[config.mk]
export PLATFORM = sky130hd
export DESIGN_NAME = sen_lut_arbiter_flat
export DESIGN_NICKNAME = d
export VERILOG_FILES = /design/src/rtl/sen_lut_arbiter_if.sv /design/src/rtl/sen_lut_arbiter.sv /design/src/flat_wrapper.sv
export SDC_FILE = /design/constraint.sdc
export NUM_CORES = 1
export LEC_CHECK = 0
export CORE_MARGIN = 2
export CORE_UTILIZATION = 30
export DETAILED_ROUTE_END_ITERATION = 7
export PLACE_DENSITY = 0.57
export SYNTH_ARGS = -nofsm -noshare
export SYNTH_HDL_FRONTEND = slang
export SYNTH_SLANG_ARGS = --single-unit
[constraint.sdc]
create_clock -name clk -period 3.7 [get_ports clk]
set_input_delay 0.37 -clock clk [delete_from_list [all_inputs] [get_ports clk]]
set_output_delay 0.37 -clock clk [all_outputs]
set_load 0.01 [all_outputs]
[src/rtl/sen_lut_arbiter_if.sv]
// Bus bundle between the two table requesters, the arbiter and the sine ROM.
// The slave modport is the arbiter's view. The master modport is the view of the
// environment: the two requesters plus the ROM read port.
interface sen_lut_arbiter_if #(
  parameter int WIDTH = 24,
  parameter int AW    = 9
);

  logic             req0;
  logic [AW-1:0]    addr0;
  logic             req1;
  logic [AW-1:0]    addr1;
  logic             gnt0;
  logic             gnt1;
  logic             rvalid0;
  logic             rvalid1;
  logic [WIDTH-1:0] rdata;
  logic             oob;
  logic [WIDTH-1:0] mem_a;
  logic [WIDTH-1:0] mem_rd;
  logic [15:0]      cnt0;
  logic [15:0]      cnt1;

  modport slave (
    input  req0, addr0, req1, addr1, mem_rd,
    output gnt0, gnt1, rvalid0, rvalid1, rdata, oob, mem_a, cnt0, cnt1
  );

  modport master (
    output req0, addr0, req1, addr1, mem_rd,
    input  gnt0, gnt1, rvalid0, rvalid1, rdata, oob, mem_a, cnt0, cnt1
  );

endinterface

[src/rtl/sen_lut_arbiter.sv]
// Two-requester round-robin arbiter in front of a combinational sine ROM.
// Each grant issues one ROM read. The read result, together with an
// out-of-range flag, is registered and returned one cycle later.
// The per-requester grant counters saturate at 16'hFFFF.
// Optional feature: define SEN_ARB_LOCK_EN to add the lock0/lock1 inputs.
// While a requester holds its lock input, the arbiter keeps granting
// that requester and ignores the other one.
module sen_lut_arbiter #(
  parameter int WIDTH  = 24,
  parameter int AMOUNT = 302,
  parameter int AW     = 9
) (
  input  logic clk,
  input  logic rst,
`ifdef SEN_ARB_LOCK_EN
  input  logic lock0,
  input  logic lock1,
`endif
  sen_lut_arbiter_if.slave bus
);

  // AMOUNT may equal 2**AW, so the range compare needs one extra bit.
  localparam logic [AW:0] AMOUNT_LIM = (AW + 1)'(AMOUNT);

`ifdef SEN_ARB_LOCK_EN
  typedef enum logic [1:0] {
    ARB   = 2'd0,
    HOLD0 = 2'd1,
    HOLD1 = 2'd2
  } state_t;
`else
  typedef enum logic [1:0] {
    ARB = 2'd0
  } state_t;
`endif

  state_t           state_q, state_d;
  logic             prio_q, prio_d;
  logic             grant0, grant1;
  logic             rrGnt0, rrGnt1;
  logic [AW-1:0]    grantAddr;
  logic             oobNext;
  logic [WIDTH-1:0] rdata_q;
  logic             oob_q;
  logic             rvalid0_q, rvalid1_q;
  logic [15:0]      cnt0_q, cnt1_q;

  // Plain round-robin choice: a lone requester wins, and a tie goes to prio.
  assign rrGnt0 = bus.req0 && (!bus.req1 || !prio_q);
  assign rrGnt1 = bus.req1 && !rrGnt0;

  // Grant decision, next priority and next FSM state.
  // Reset forces the grants low so that nothing leaks onto the ROM bus.
  always_comb begin
    grant0  = 1'b0;
    grant1  = 1'b0;
    prio_d  = prio_q;
    state_d = state_q;
    if (!rst) begin
`ifdef SEN_ARB_LOCK_EN
      if (state_q == HOLD0 && bus.req0 && lock0) begin
        grant0 = 1'b1;
      end else if (state_q == HOLD1 && bus.req1 && lock1) begin
        grant1 = 1'b1;
      end else begin
        grant0 = rrGnt0;
        grant1 = rrGnt1;
        if (rrGnt0) begin
          prio_d = 1'b1;
        end else if (rrGnt1) begin
          prio_d = 1'b0;
        end
        if (rrGnt0 && lock0) begin
          state_d = HOLD0;
        end else if (rrGnt1 && lock1) begin
          state_d = HOLD1;
        end else begin
          state_d = ARB;
        end
      end
`else
      grant0 = rrGnt0;
      grant1 = rrGnt1;
      if (rrGnt0) begin
        prio_d = 1'b1;
      end else if (rrGnt1) begin
        prio_d = 1'b0;
      end
      state_d = ARB;
`endif
    end
  end

  assign grantAddr = grant0 ? bus.addr0 : bus.addr1;
  assign oobNext   = ({1'b0, grantAddr} >= AMOUNT_LIM);

  assign bus.gnt0    = grant0;
  assign bus.gnt1    = grant1;
  assign bus.mem_a   = (grant0 || grant1) ? {{(WIDTH - AW){1'b0}}, grantAddr} : '0;
  assign bus.rdata   = rdata_q;
  assign bus.oob     = oob_q;
  assign bus.rvalid0 = rvalid0_q;
  assign bus.rvalid1 = rvalid1_q;
  assign bus.cnt0    = cnt0_q;
  assign bus.cnt1    = cnt1_q;

  // Arbitration state: the priority pointer and the lock FSM.
  always_ff @(posedge clk or posedge rst) begin
    if (rst) begin
      prio_q  <= 1'b0;
      state_q <= ARB;
    end else begin
      prio_q  <= prio_d;
      state_q <= state_d;
    end
  end

  // Read return path: capture the ROM word, or zero when out of range, on a grant.
  // The data holds when there is no grant, and rvalid pulses for one cycle.
  always_ff @(posedge clk or posedge rst) begin
    if (rst) begin
      rdata_q   <= '0;
      oob_q     <= 1'b0;
      rvalid0_q <= 1'b0;
      rvalid1_q <= 1'b0;
    end else begin
      rvalid0_q <= grant0;
      rvalid1_q <= grant1;
      if (grant0 || grant1) begin
        oob_q   <= oobNext;
        rdata_q <= oobNext ? '0 : bus.mem_rd;
      end
    end
  end

  // Saturating grant counters, one per requester.
  always_ff @(posedge clk or posedge rst) begin
    if (rst) begin
      cnt0_q <= '0;
      cnt1_q <= '0;
    end else begin
      if (grant0 && cnt0_q != 16'hFFFF) begin
        cnt0_q <= cnt0_q + 16'd1;
      end
      if (grant1 && cnt1_q != 16'hFFFF) begin
        cnt1_q <= cnt1_q + 16'd1;
      end
    end
  end

endmodule

[src/flat_wrapper.sv]
// flat-port wrapper written by rule: the top's interface ports become plain ports
module sen_lut_arbiter_flat 
#(
  parameter int WIDTH  = 24,
  parameter int AMOUNT = 302,
  parameter int AW     = 9
)
  (clk, rst, bus_req0, bus_addr0, bus_req1, bus_addr1, bus_mem_rd, bus_gnt0, bus_gnt1, bus_rvalid0, bus_rvalid1, bus_rdata, bus_oob, bus_mem_a, bus_cnt0, bus_cnt1);
  sen_lut_arbiter_if #(.WIDTH(WIDTH), .AW(AW)) bus_i ();
  input  logic clk;
  input  logic rst;
  input wire logic [$bits(bus_i.req0)-1:0] bus_req0;
  input wire logic [$bits(bus_i.addr0)-1:0] bus_addr0;
  input wire logic [$bits(bus_i.req1)-1:0] bus_req1;
  input wire logic [$bits(bus_i.addr1)-1:0] bus_addr1;
  input wire logic [$bits(bus_i.mem_rd)-1:0] bus_mem_rd;
  output wire logic [$bits(bus_i.gnt0)-1:0] bus_gnt0;
  output wire logic [$bits(bus_i.gnt1)-1:0] bus_gnt1;
  output wire logic [$bits(bus_i.rvalid0)-1:0] bus_rvalid0;
  output wire logic [$bits(bus_i.rvalid1)-1:0] bus_rvalid1;
  output wire logic [$bits(bus_i.rdata)-1:0] bus_rdata;
  output wire logic [$bits(bus_i.oob)-1:0] bus_oob;
  output wire logic [$bits(bus_i.mem_a)-1:0] bus_mem_a;
  output wire logic [$bits(bus_i.cnt0)-1:0] bus_cnt0;
  output wire logic [$bits(bus_i.cnt1)-1:0] bus_cnt1;
  assign bus_i.req0 = bus_req0;
  assign bus_i.addr0 = bus_addr0;
  assign bus_i.req1 = bus_req1;
  assign bus_i.addr1 = bus_addr1;
  assign bus_i.mem_rd = bus_mem_rd;
  assign bus_gnt0 = bus_i.gnt0;
  assign bus_gnt1 = bus_i.gnt1;
  assign bus_rvalid0 = bus_i.rvalid0;
  assign bus_rvalid1 = bus_i.rvalid1;
  assign bus_rdata = bus_i.rdata;
  assign bus_oob = bus_i.oob;
  assign bus_mem_a = bus_i.mem_a;
  assign bus_cnt0 = bus_i.cnt0;
  assign bus_cnt1 = bus_i.cnt1;
  sen_lut_arbiter #(.WIDTH(WIDTH), .AMOUNT(AMOUNT), .AW(AW)) u_core (.clk(clk), .rst(rst), .bus(bus_i));
endmodule
=== After elaboration in Yosys (flattened, before gate mapping) ===
Index checks and enable logic that the tools add are counted.
W data, S select, Z words.

* Reduce and logical (&&, ||, !) cells: 11
* Multiplexer cells: 7
* Equal/unequal tests: 2
* Bitwise operators: 1
* Order comparisons: 1
* Add/sub/neg operators: 2

{| class="wikitable"
|+ Operator list
! operator !! number
|-
| $add A16 B1 Y16 const B || 2
|-
| $ne A16 B16 Y1 const B || 2
|-
| $mux W24 || 1
|-
| $mux W9 || 2
|-
| $ge A9 B9 Y1 const B || 1
|-
| $logic_and A1 B1 Y1 || 4
|-
| $mux W1 || 4
|-
| $logic_not A1 Y1 || 3
|-
| $logic_or A1 B1 Y1 || 2
|-
| $reduce_and A2 Y1 || 1
|-
| $reduce_bool A2 Y1 || 1
|-
| $not A1 Y1 || 1
|}

* Bits in registers: 60
* Logic and storage cells: 31

=== Depth between registers and ports, before layout ===
* Depth after elaboration: 8
* Gate-level depth with buffers: 6
* Gate-level depth less buffers: 5

=== Least setup slack after synthesis ===
OpenSTA, ideal clock, no wires.

* Path type: input -> output
* From: in rst
* To: out bus_mem_a[1]
* Slack: 0.656 ns
* Cell stages on the path: 5
* Buffers on the path: 0
* Arrival time: 2.674 ns
* Cells stage by stage: inv_1 -> nand2_1 -> clkinv_1 -> nand2_1 -> a21oi_1

* Longest elaborated chain between the ends: 3
* Elaborated cells between the ends (all ways): 5
* Those cells by class: mux: 4; reduce/logical: 1

{| class="wikitable"
|+ Ends and longest elaborated chain
! item !! RTL line !! source
|-
| start, declared || flat_wrapper.sv:11 || <nowiki>input logic rst;</nowiki>
|-
| $mux W1 (*) || sen_lut_arbiter.sv:59 || <nowiki>if (!rst) begin</nowiki>
|-
| named net bus_gnt0 || flat_wrapper.sv:17 || <nowiki>output wire logic [$bits(bus_i.gnt0)-1:0] bus_gnt0;</nowiki>
|-
| $mux W9 / $logic_or A1 B1 Y1 (equally long branches) || sen_lut_arbiter.sv:94, sen_lut_arbiter.sv:99 ||
|-
| $mux W9 (*) || sen_lut_arbiter.sv:99 || <nowiki>assign bus.mem_a = (grant0 || grant1) ? {{(WIDTH - AW){1'b0}}, grantAddr} : '0;</nowiki>
|-
| end, declared || flat_wrapper.sv:23 || <nowiki>output wire logic [$bits(bus_i.mem_a)-1:0] bus_mem_a;</nowiki>
|}

The timed path passes the listed nets; every way through them passes the cells marked *.

=== Final worst setup path ===
* From: in bus_req0
* To: out bus_mem_a[5]

* Longest elaborated chain between the ends: 6
* Elaborated cells between the ends (all ways): 8
* Those cells by class: mux: 4; reduce/logical: 4

{| class="wikitable"
|+ Ends and longest elaborated chain
! item !! RTL line !! source
|-
| start, declared || flat_wrapper.sv:12 || <nowiki>input wire logic [$bits(bus_i.req0)-1:0] bus_req0;</nowiki>
|-
| $logic_and A1 B1 Y1 (*) || sen_lut_arbiter.sv:49 || <nowiki>assign rrGnt0 = bus.req0 && (!bus.req1 || !prio_q);</nowiki>
|-
| $logic_not A1 Y1 || sen_lut_arbiter.sv:50 || <nowiki>assign rrGnt1 = bus.req1 && !rrGnt0;</nowiki>
|-
| $logic_and A1 B1 Y1 || sen_lut_arbiter.sv:50 ||
|-
| $mux W1 || sen_lut_arbiter.sv:59 ||
|-
| $logic_or A1 B1 Y1 || sen_lut_arbiter.sv:99 ||
|-
| $mux W9 (*) || sen_lut_arbiter.sv:99 ||
|}

Mark *: on every way between the ends. The rest lies on a longest branch, timed or not.

==> flow_summary.yaml <==
outcome:
  status: "finished, final reports clean"
finish:
  syn_to_final_growth_pct: 49.6
  antennaDiodeCount: 0
  drive_gt1_frac: 0.0749
  final_nets: 430
  design_area_um2: 4250
  fin_cells: 498
  num-fill-cells: 878
sta:
  clock_skew_ns: 0.00593
  period_needed_ns: 2.91
  finalCritPeriodShare: 0.787
  rsz0062_at_grt: "false"
  slew_headroom: 0.305
  fmax_mhz: 343
  worst_pin_slew_ns: 1.04
  slew_violations: 0
  tns_ns: 0
  setup_violations: 0
  hold_viol_final: 0
clocking:
  clock_sinks: 60
  post-cts-setup-buffers: 0
  hold_buffers: 0
  clk_path_buf_depth: 2
  clkTransAtPathRegs_ns: 0.07
  cts_resized: 0
  cts_buffers: 9
  cts_max_level: 3
  root_buffer: "clkbuf_8"
  clock_latency_ns: 0.33
  cts_tree: "built"
floorplanning:
  design.portCount: 131
  die_y_um: 101
  design.die.area_um2: 10300
  core-area_um2: 9200
  start_util: 0.309
  rows: 35
  die-width_um: 101
synthesis:
  yosys_warnings: 0
  postSynthCellCount: 262
  synthArstFlopShare: 1.00
  yosysSeqAreaShare: 0.529
  syn_area_um2: 2840
  netlist_top_cells_count: "dfrtp_1, a22o_1, nand2_1, xor2_1, nand3_1"
  synth-main-ff-cell: "dfrtp_1"
  yosysMostFrequentCell: "dfrtp_1"
  synth_top_area_cell: "dfrtp_1"
  ys_types: 38
  synth_top_area_frac: 0.529
  synth.area.top_cells: "dfrtp_1, a22o_1, xor2_1"
  ys_seq_elements: 60
  syn_avg_cell_area_um2: 10.8
  synth-edff-count: 0
global_routing:
  track_usage: 0.145
  first_global_vias: 2402
  overflow: 0
  grt_pass1_wl_um: 11600
  antenna_found_initial: 0
  grt_max_degree: 38
placement:
  io_buffer_count: 115
  placedCellCount: 482
  dp_hpwl_um: 5310
  place.gp.congestion: 0.805
  postPlaceCellArea_um2: 4080
detailed_routing:
  drc: 0
  routedWlPerCell_um: 14.5
  via_per_inst: 4.83
  drt-met1-wl_um: 3250
  met2_length_um: 3330
  drtPass1Iterations: 4
  postRouteAntennaNets: 0
  drt_iter0_markers: 58
  highest_layer: "met4"
  num_vias: 2407
  wirelength_um: 7240
  wl_met3_um: 570
worst_setup_path:
  critPathMaxFanout: 10
  crit_path_start_kind: "input port"
  cp_data_arrival_time_ns: 2.54
  crit_path_end_kind: "primary output"
  path_cells: "clkdlybuf4s50_1 > a21boi_1 > nand2_1 > buf_4 > clkinv_1 > nand2_1 > a21oi_1 > clkdlybuf4s50_1"
  cpPeakStageDelay_ns: 0.58
  critical_path_class: "in2out"
  slowest_stage: "clkdlybuf4s50_1"
  crit_buf_inv: 4
  worstPathRequired_ns: 3.33
  critical_path.top_delay_family: "buffers and inverters"
job:
  maxCapViolations: 0
power_and_ir_drop:
  p_total_mw: 1.97
  ir_drop_uv: 172
  cellLeakagePower_nw: 1.82
  power_per_cell_area_nw_per_um2: 465
worst_hold_path:
  hold_class: "in2async"
registers in the layout, indices dropped and copies added (netlist names):
signal	count
u_core.bus.cnt1	16
u_core.bus.rdata	24
u_core.bus.cnt0	16
u_core.prio_q	1
u_core.bus.rvalid1	1
u_core.bus.rvalid0	1
u_core.bus.oob	1
power breakdown:
part           switching, mW  internal, mW
registers              0.135         0.768
logic                  0.231         0.336
clock network          0.266         0.239
total                  0.631          1.34
worst paths after layout:
kind	start	to	slack, ns	cells after the start
min in group clk	u_core.bus.cnt0[5]	u_core.bus.cnt0[5]	0.50	1
worst min-delay path	rst	u_core.bus.cnt1[15]	0.33	2
worst max register to register	u_core.prio_q	u_core.bus.rdata[7]	1.52	5
worst min register to register	u_core.bus.cnt0[5]	u_core.bus.cnt0[5]	0.50	1
max in group asynchronous	rst	u_core.bus.rdata[1]	2.68	3
worst max-delay path	bus_req0	bus_mem_a[5]	0.79	8
through the flow:
step / utilization / hold slack (ns) / setup slack [ns]
6_report: 0.462 / 0.325 / 0.788
4_1_cts: 0.462 / 0.301 / 0.776
5_1_grt: 0.462 / 0.339 / 0.616
2_1_floorplan: - / 0.484 / 0.656
3_5_place_dp: 0.443 / 0.491 / 0.776
3_3_place_gp: 0.443 / 0.487 / 0.842
metal layers:
| metal | vias to the layer above | track usage |
|---|---|---|
| met5 | - | 0 |
| met4 | 0 | 0.0593 |
| met3 | 7 | 0.0421 |
| li1 | 1163 | - |
| met1 | 1135 | 0.185 |
| met2 | 102 | 0.231 |
cells by family after synthesis:
kind of cell / synth area share
mux: 0.00794
flops: 0.529
fa+ha+maj: 0.00882
compound gates: 0.116
buf+inv: 0.0613
other cells: 0.00132
xor+xnor: 0.0926
simple gates: 0.183
area by class of cell:
cell class                 instances  area (um2)  share of cell area
inverter                           6        22.5             0.00531
multi-input combinational        186        1230               0.291
timing repair buffer             119        1180               0.278
tap                              111         139              0.0327
sequential                        60        1500               0.354
clock buffer                       9         124              0.0292
clock inverter                     7        43.8              0.0103
cells in the final DEF (no fill, tap or decap), drive strengths merged, types with 3 or more instances in the layout:
| master | count |
|---|---|
| a21oi | 10 |
| a22o | 24 |
| buf | 4 |
| clkbuf | 9 |
| clkdlybuf4s50 | 115 |
| clkinv | 6 |
| conb | 15 |
| dfrtp | 60 |
| inv | 5 |
| nand2 | 24 |
| nand3 | 17 |
| nand4 | 10 |
| nor2 | 7 |
| nor3 | 10 |
| nor3b | 3 |
| nor4 | 14 |
| or3 | 3 |
| xnor2 | 6 |
| xor2 | 24 |
No activity file was read; power rests on OpenSTA's default activity.
